$ cat src/rtl/arbitro_ula_pkg.sv
// Shared definitions for the arbitrated add/subtract unit: opcodes, FSM encoding
// and the signed-overflow helper used by the flag logic.
package arbitro_ula_pkg;

    localparam logic OP_SOMA = 1'b0;
    localparam logic OP_SUB  = 1'b1;

    typedef enum logic [1:0] {
        ST_IDLE = 2'd0,
        ST_EXEC = 2'd1,
        ST_DONE = 2'd2
    } state_t;

    // Signed overflow from operand and result sign bits; subtraction flips the B sign test.
    function automatic logic calc_overflow(
        input logic op_sel,
        input logic sa,
        input logic sb,
        input logic sr
    );
        logic v;
        if (op_sel == OP_SOMA) begin
            v = (sa == sb) && (sr != sa);
        end else begin
            v = (sa != sb) && (sr != sa);
        end
        return v;
    endfunction

endpackage

$ cat src/rtl/arbitro_rr2.sv
// Two-way round-robin selector: a lone request wins outright, a tie goes to the
// requester that was not served last.
module arbitro_rr2 (
    input  logic [1:0] req,
    input  logic       last_grant,
    output logic       gnt
);

    // Pick the winning requester id; callers qualify it with |req.
    always_comb begin
        gnt = 1'b0;
        case (req)
            2'b01:   gnt = 1'b0;
            2'b10:   gnt = 1'b1;
            2'b11:   gnt = ~last_grant;
            default: gnt = 1'b0;
        endcase
    end

endmodule

$ cat src/rtl/arbitro_ula_somasub.sv
// One add/subtract unit shared by two requesters under round-robin arbitration;
// returns registered result, NZCV flags and a one-cycle ack, plus a sticky overflow.
module arbitro_ula_somasub
    import arbitro_ula_pkg::*;
#(
    parameter int WIDTH = 32
) (
    input  logic             clock,
    input  logic             reset,
    input  logic             Req_0,
    input  logic             Sel_0,
    input  logic [WIDTH-1:0] A_0,
    input  logic [WIDTH-1:0] B_0,
    input  logic             Req_1,
    input  logic             Sel_1,
    input  logic [WIDTH-1:0] A_1,
    input  logic [WIDTH-1:0] B_1,
    input  logic             Clear_sticky,
    output logic             Ack_0,
    output logic             Ack_1,
    output logic             Grant_id,
    output logic             Busy,
    output logic [WIDTH-1:0] Result,
    output logic             Negative,
    output logic             Zero,
    output logic             Carry,
    output logic             Overflow,
    output logic             Overflow_sticky
);

    state_t             state_r;
    state_t             state_nx_s;
    logic               last_grant_r;
    logic               gnt_s;
    logic               req_any_s;
    logic               grant_en_s;
    logic               exec_en_s;
    logic               done_en_s;
    logic               sticky_set_s;

    logic               sel_r;
    logic [WIDTH-1:0]   a_r;
    logic [WIDTH-1:0]   b_r;
    logic               sel_in_s;
    logic [WIDTH-1:0]   a_in_s;
    logic [WIDTH-1:0]   b_in_s;
    logic [WIDTH-1:0]   b_op_s;
    logic [WIDTH:0]     sum_s;
    logic               v_s;

    logic               ack0_r;
    logic               ack1_r;
    logic               grant_id_r;
    logic               busy_r;
    logic [WIDTH-1:0]   result_r;
    logic               negative_r;
    logic               zero_r;
    logic               carry_r;
    logic               overflow_r;
    logic               sticky_r;

    assign req_any_s = Req_0 | Req_1;

    arbitro_rr2 u_rr2 (
        .req        ({Req_1, Req_0}),
        .last_grant (last_grant_r),
        .gnt        (gnt_s)
    );

    // FSM state register.
    always_ff @(posedge clock) begin
        if (reset) begin
            state_r <= ST_IDLE;
        end else begin
            state_r <= state_nx_s;
        end
    end

    // FSM next-state logic: one operation every three cycles.
    always_comb begin
        state_nx_s = ST_IDLE;
        case (state_r)
            ST_IDLE: begin
                if (req_any_s) begin
                    state_nx_s = ST_EXEC;
                end else begin
                    state_nx_s = ST_IDLE;
                end
            end
            ST_EXEC: state_nx_s = ST_DONE;
            ST_DONE: state_nx_s = ST_IDLE;
            default: state_nx_s = ST_IDLE;
        endcase
    end

    // FSM output decode: per-state enables for the registered datapath.
    always_comb begin
        grant_en_s = 1'b0;
        exec_en_s  = 1'b0;
        done_en_s  = 1'b0;
        case (state_r)
            ST_IDLE: grant_en_s = req_any_s;
            ST_EXEC: exec_en_s  = 1'b1;
            ST_DONE: done_en_s  = 1'b1;
            default: grant_en_s = 1'b0;
        endcase
    end

    // Operand source mux for the requester being granted.
    always_comb begin
        sel_in_s = Sel_0;
        a_in_s   = A_0;
        b_in_s   = B_0;
        if (gnt_s == 1'b1) begin
            sel_in_s = Sel_1;
            a_in_s   = A_1;
            b_in_s   = B_1;
        end else begin
            sel_in_s = Sel_0;
            a_in_s   = A_0;
            b_in_s   = B_0;
        end
    end

    // Subtraction is A + ~B + 1, so carry out means "no borrow".
    assign b_op_s = (sel_r == OP_SUB) ? ~b_r : b_r;
    assign sum_s  = {1'b0, a_r} + {1'b0, b_op_s} + {{WIDTH{1'b0}}, sel_r};
    assign v_s    = calc_overflow(sel_r, a_r[WIDTH-1], b_r[WIDTH-1], sum_s[WIDTH-1]);

    // A DONE cycle carrying V must win over a coincident clear; setting on EXEC too
    // makes the sticky visible alongside the ack.
    assign sticky_set_s = (exec_en_s && v_s) || (done_en_s && overflow_r);

    // Registered datapath, flags, handshake outputs and arbitration history.
    always_ff @(posedge clock) begin
        if (reset) begin
            last_grant_r <= 1'b1;
            sel_r        <= 1'b0;
            a_r          <= {WIDTH{1'b0}};
            b_r          <= {WIDTH{1'b0}};
            ack0_r       <= 1'b0;
            ack1_r       <= 1'b0;
            grant_id_r   <= 1'b0;
            busy_r       <= 1'b0;
            result_r     <= {WIDTH{1'b0}};
            negative_r   <= 1'b0;
            zero_r       <= 1'b0;
            carry_r      <= 1'b0;
            overflow_r   <= 1'b0;
            sticky_r     <= 1'b0;
        end else begin
            ack0_r <= exec_en_s && (grant_id_r == 1'b0);
            ack1_r <= exec_en_s && (grant_id_r == 1'b1);
            busy_r <= grant_en_s || exec_en_s;
            if (grant_en_s) begin
                sel_r      <= sel_in_s;
                a_r        <= a_in_s;
                b_r        <= b_in_s;
                grant_id_r <= gnt_s;
            end
            if (exec_en_s) begin
                result_r   <= sum_s[WIDTH-1:0];
                negative_r <= sum_s[WIDTH-1];
                zero_r     <= (sum_s[WIDTH-1:0] == {WIDTH{1'b0}});
                carry_r    <= sum_s[WIDTH];
                overflow_r <= v_s;
            end
            if (done_en_s) begin
                last_grant_r <= grant_id_r;
            end
            if (sticky_set_s) begin
                sticky_r <= 1'b1;
            end else if (Clear_sticky) begin
                sticky_r <= 1'b0;
            end
        end
    end

    assign Ack_0           = ack0_r;
    assign Ack_1           = ack1_r;
    assign Grant_id        = grant_id_r;
    assign Busy            = busy_r;
    assign Result          = result_r;
    assign Negative        = negative_r;
    assign Zero            = zero_r;
    assign Carry           = carry_r;
    assign Overflow        = overflow_r;
    assign Overflow_sticky = sticky_r;

endmodule

$ cat config.mk
export PLATFORM = sky130hd
export DESIGN_NAME = arbitro_ula_somasub
export DESIGN_NICKNAME = d
export VERILOG_FILES = /design/src/rtl/arbitro_ula_pkg.sv /design/src/rtl/arbitro_rr2.sv /design/src/rtl/arbitro_ula_somasub.sv
export SDC_FILE = /design/constraint.sdc
export NUM_CORES = 1
export LEC_CHECK = 0
export CAP_MARGIN = 20
export CORE_ASPECT_RATIO = 1.75
export CORE_MARGIN = 4
export CORE_UTILIZATION = 50
export DETAILED_ROUTE_END_ITERATION = 12
export HOLD_SLACK_MARGIN = 0.05
export PLACE_DENSITY = 0.93
export SYNTH_ARGS = -nofsm -noshare
export SYNTH_HDL_FRONTEND = slang
export SYNTH_HIERARCHICAL = 1
export SYNTH_SLANG_ARGS = --single-unit
export TNS_END_PERCENT = 20
$ cat constraint.sdc
create_clock -name clock -period 4.7 [get_ports clock]
set_input_delay 0.705 -clock clock [delete_from_list [all_inputs] [get_ports clock]]
set_output_delay 0.705 -clock clock [all_outputs]
set_load 0.02 [all_outputs]
# == Word-level counts from Yosys, hierarchy flattened ==
# Index checks and enable logic that the tools add are counted.
# word_totals
output_inout_bits,41
n_memories,0
ram_bits,0
latchBits,0
reg_bits,109
mem_bits_ro,0
word_cells,52
# op_classes
bitwise,4
n_eq_ne,7
mul,0
n_div,0
n_shift,0
n_mux,13
n_addsub,2
magnitude_cmp,0
n_reduce_logical,11
# op_table
operator,n
two-way mux 32 bit,3
adder 32 x 32 -> 33 bit,1
adder 33 x 1 -> 33 bit,1
logical NOT 32 bit,1
inverter 32 bit,1
two-way mux 1 bit,8
"== test 2 bit, second input constant",3
logical AND 1 bit,6
one-hot mux 2 bit (2 select lines),1
"== test 2 x 1 -> 1 bit, second input constant",1
logical NOT 2 bit,1
logical OR 1 bit,2
!= test 1 bit,2
inverter 1 bit,2
one-hot mux 1 bit (2 select lines),1
nonzero test 2 bit,1
== test 1 bit,1
OR 1 bit,1

# == Logic depth before layout (Yosys ltp) ==
# logic_depth
ltp_word,10
depth_mapped,14
mapped_depth_nobuf,12

# == Hierarchy ==
# The synthesis kept the hierarchy.
# modules_own_cells
mod,area_per_inst_um2,instances,cells_each,seq_area_each_um2
arbitro_ula_somasub,6686.4,1,807,2162.1
arbitro_rr2,11.3,1,1,0.0

# == Worst setup path before layout ==
# Ideal clock, no wire load.
# synth_path
kind,reg2reg
from,reg sel_r
to,reg zero_r (netlist: Zero)
setup_ps,69
path_stages_with_launch,14
arrival_ps,3348
period_less_slack_ps,3417
path_slack_ps,1283
path_buffers,2
cell_sequence,dfxtp_1 > buf_6 > clkbuf_1 > xor2_1 > ha_1 > o211ai_1 > a21oi_1 > nor2_1 > xnor2_1 > or4_1 > or4b_1 > nor4b_2 > nand4_1 > o21ai_1
# synth_between
elab_chain_cells,4
# synth_rtl
item,line,source
"start, declared",arbitro_ula_somasub.sv:41,logic sel_r;
"start signal, assigned",arbitro_ula_somasub.sv:156,sel_r <= sel_in_s;
two-way mux 32 bit,arbitro_ula_somasub.sv:126,assign b_op_s = (sel_r == OP_SUB) ? ~b_r : b_r;
adder 32 x 32 -> 33 bit,arbitro_ula_somasub.sv:127,"assign sum_s = {1'b0, a_r} + {1'b0, b_op_s} + {{WIDTH{1'b0}}, sel_r};"
adder 33 x 1 -> 33 bit *,arbitro_ula_somasub.sv:127,
logical NOT 32 bit *,arbitro_ula_somasub.sv:164,zero_r <= (sum_s[WIDTH-1:0] == {WIDTH{1'b0}});
"end signal, assigned",arbitro_ula_somasub.sv:164,
"end, declared",arbitro_ula_somasub.sv:57,logic zero_r;
# Mark *: on every way between the ends. The rest lies on a longest branch, timed or not.
# A chain may end at the register's enable or synchronous reset.

# == Worst setup path in the final report ==
# Same ends and word-level chain as after synthesis.

==> impl.org <==
** Synthesis
- Counting flops with a built-in enable in the synthesized netlist gives 0.
- In this run the mean area of a mapped cell was 8.29 um2.
- Share of Yosys cell area claimed by the top area cell type :: 32.3%
- Gate count of the mapped netlist :: 808
- The Yosys step of the flow raised 6 warnings.
- In this run, distinct cell masters in the synthesized netlist total 70.
- After synthesis, flip-flops and latches occupy 32.3% of the total area.
- Of all cell types, the one taking the most synthesized area is dfxtp_1.
- Synthesized net count :: 978
- The synthesized design contains 108 register bits.
- Among all flip-flop cells after synthesis, the most frequent one is dfxtp_1.
- Most area-consuming cells after synthesis :: dfxtp_1, mux2i_1, a211oi_1, ha_1, nor2_1
- After synthesis the cells add up to ~6700 um2.
- After synthesis, the share of flip-flops with an asynchronous set or reset is 0%.

** Routing
- Drt first pass iters :: 6
- The detailed router placed approximately 6,400 vias in this run.
- Wire per inst :: 15.9 um
- Count of unresolved DRC violations after routing :: 0
- Iter 0 DRT Violations :: ~460
- Via/cell ratio :: 5.76
- Wires add up to between 15 and 20 mm.
- Antenna violation net count after detailed routing :: 0

** Global routing
- Entering global routing, the biggest net connects 86 pins.
- Global routing finished with a remaining overflow of 0.
- The number of antenna violations at the first check in global routing came to 0.
- GRT Util Overall :: 22.8%
- In the global route stage, met1 resource usage came out at 26.1%.
- Wire length of the first global-routing pass :: 28.6 mm
- After global routing, the most crowded layer is met2.
- In the global route stage, met2 resource usage came out at around 40%.
- For met3 alone, demand over resource in global routing was 2.47%.
- Via count of the first global-routing pass :: 6,244

** Timing
- Setup repair after global routing left no endpoint under its margin.
- Setup violations remaining at the end of the flow were counted as 0.
- The worst path in the final design needs a cycle of 3.79 ns, including I/O delays and setup.
- Final Slew Violations :: 0
- Setup slack closes at 0.913 ns.
- Static timing analysis puts the maximum clock frequency at 264 MHz.
- Setup tns final :: 0 ns
- For the pin with the worst max-slew slack, the measured transition is 0.850 ns.
- Setup clock skew after layout :: 0.00575 ns
- The worst pin sits at a relative slew slack of 43.3%.
- The number of endpoints with negative hold slack in the final report was 0.
- Crit share post-route :: 80.6%

** Floorplan
- The die is between 150 and 200 um tall.
- The die is 95.5 um wide.
- Core ar. :: approximately 13,000 um2
- Standard-cell rows :: 55
- Die area :: 15,400 um2
- The initial utilization of the core area, before any placement, comes to between 50% and 60%.
- For this design the top-level I/O count stands at ~180.

** Clocking
- Post-CTS resize count :: 0
- Buffer levels on the longest clock path :: 2
- Number of buffers created by CTS :: 9
- For this design, the sink count on the clock tree is about 110.
- TritonCTS built the clock tree.
- After clock tree synthesis, the setup repair step added 0 buffers.
- The H-tree generated during clock tree synthesis spans 3 levels.
- After clock tree synthesis, the clock-pin slew on the worst setup and hold paths is ~0.07 ns.
- The tree is rooted in a clkbuf_16.
- Post-CTS Hold Fix Bufs :: 0
- The later pin in the worst-skew pair is clocked with a latency of 0.35 ns.

** Power and ir drop
- Worst voltage drop across the vdd grid :: 201 uV
- For this design the ratio of total power to cell area is ~380 nW/um2.
- P_leak :: 3.50 nW

** Min path
- The tightest min-delay check is of the reg -> reg type.

** Final layout
- Synth-to-layout area growth :: 32.0%
- Multi-input gate area :: 4290 um2
- Fill cells in the final layout number 1,014.
- Cells with a size suffix above 1 make up 3.80% of the layout.
- After the last flow step, the layout net total stands at approximately 1,100.
- Number of inserted diodes :: 0
- Layout Cells excl Fill :: 1,118
- Leaving out fill and tap cells, the most frequent cell in the layout is clkdlybuf4s50_1.
- Most frequent cells in the layout :: clkdlybuf4s50_1, nor2_1, dfxtp_1
- Area of all sequential standard cells :: 2160 um2

** Placed design
- At the end of routability-driven placement, the weighted congestion stood at 0.949.
- Cell Count Post-Placement :: 1,104
- Before CTS, the worst setup slack after placement is around 0.95 ns.
- Port Buf Inserts :: 175
- After legalization and detailed placement, the total HPWL measured 13.9 mm.

** Setup path
- Along the worst path, the maximum fanout reaches 19.
- Data arrives at the worst endpoint at approximately 4 ns.
- Critical Path Source Type :: flop
- Data on the critical path is required at its endpoint by 4.98 ns.
- Endpoint class of the critical path :: flop
- The critical path in this run is classified as reg -> reg.

** Run status
- The flow ran to the end, and the final reports show no timing, DRC or antenna violations.

** Flow run
- The tool flagged a number of max-cap violations equal to 0.
[final cells by class]
cell class,instances,share of cell area (%)
multi-input cells,632,48.5
flip-flops and latches,108,24.5
repair buffers,183,20.5
clock buffers,9,2.55
well taps,171,2.42
clock inverters,5,1.16
inverters,10,0.425
[flip-flops by register name (all words and copies together), names as in the netlist]
signal and cells:
Result 32, Zero 1, Carry 1, Busy 1
Overflow_sticky 1, sel_r 1, Ack_1 1, Grant_id 1
state_r 2, b_r 32, a_r 32, Ack_0 1
Overflow 1, last_grant_r 1
[cell usage after synthesis, drive strengths merged (3+ instances only)]
library cell and instances:
nor2b 8, nand4 5, a21o 5, nor3 9
o21bai 6, nand3 8, ha 34, dfxtp 108
a211oi 82, nand2b 11, nor2 111, clkbuf 51
nand2 72, and2 7, a221oi 3, xor2 39
and4 3, o21ai 25, xnor2 11, o21a 6
o211ai 5, inv 10, buf 7, a21oi 59
mux2i 74
[per-stage QoR]
stage	area, um2	utilization [%]	hold slack, ns	power (mW)
after floorplan	6700	-	0.474	2.06
after global placement	8510	65.4	0.443	2.46
after detailed placement	8510	65.4	0.447	2.50
after CTS	8840	68.0	0.457	3.34
after global routing	8840	68.0	0.471	3.53
final	8840	68.0	0.453	3.35
[logic make-up after synthesis]
logic type / Yosys count / synth area share, %
AND/OR/NAND/NOR: 252 / 17.0
adder cells (fa/ha/maj): 35 / 6.65
AO/OA/AOI/OAI: 219 / 22.1
buffers and inverters: 68 / 3.98
flip-flops: 108 / 32.3
XOR/XNOR: 50 / 6.54
multiplexers: 76 / 11.5
[critical path, stage by stage (launching register included)]
cell and delay [ns]:
dfxtp_2 0.45, buf_4 0.33, xor2_1 0.18, ha_1 0.32, a21o_1 0.21, a21o_1 0.19, a221oi_1 0.52, nand4_1 0.28
a31o_1 0.31, xor2_1 0.18, a2111oi_0 0.44, nand4_1 0.16, o21ai_1 0.15
[final timing paths]
path / start / slack (ns) / endpoint / cells past startpoint
setup / recovery: sel_r / 0.91 / Zero / 12
hold / removal: Result[25] / 0.45 / Result[25] / 2
hold reg to reg: Result[25] / 0.45 / Result[25] / 2
setup reg to reg: sel_r / 0.91 / Zero / 12
[per-layer routing]
layer  vias to the layer above  share of wire [%]
li1                       3182                  -
met3                        69                4.9
met4                         0                4.4
met1                      2943                 39
met2                       248                 52
met5                         -                  0
[where the power goes]
part | total, mW | switching [mW] | leakage [nW] | internal, mW
combinational | 1.42 | 0.803 | 2.45 | 0.615
sequential | 1.10 | 0.0750 | 0.893 | 1.02
clock | 0.835 | 0.321 | 0.157 | 0.514
total | 3.35 | 1.20 | 3.50 | 2.15
Power figures use the tool's default switching activity.
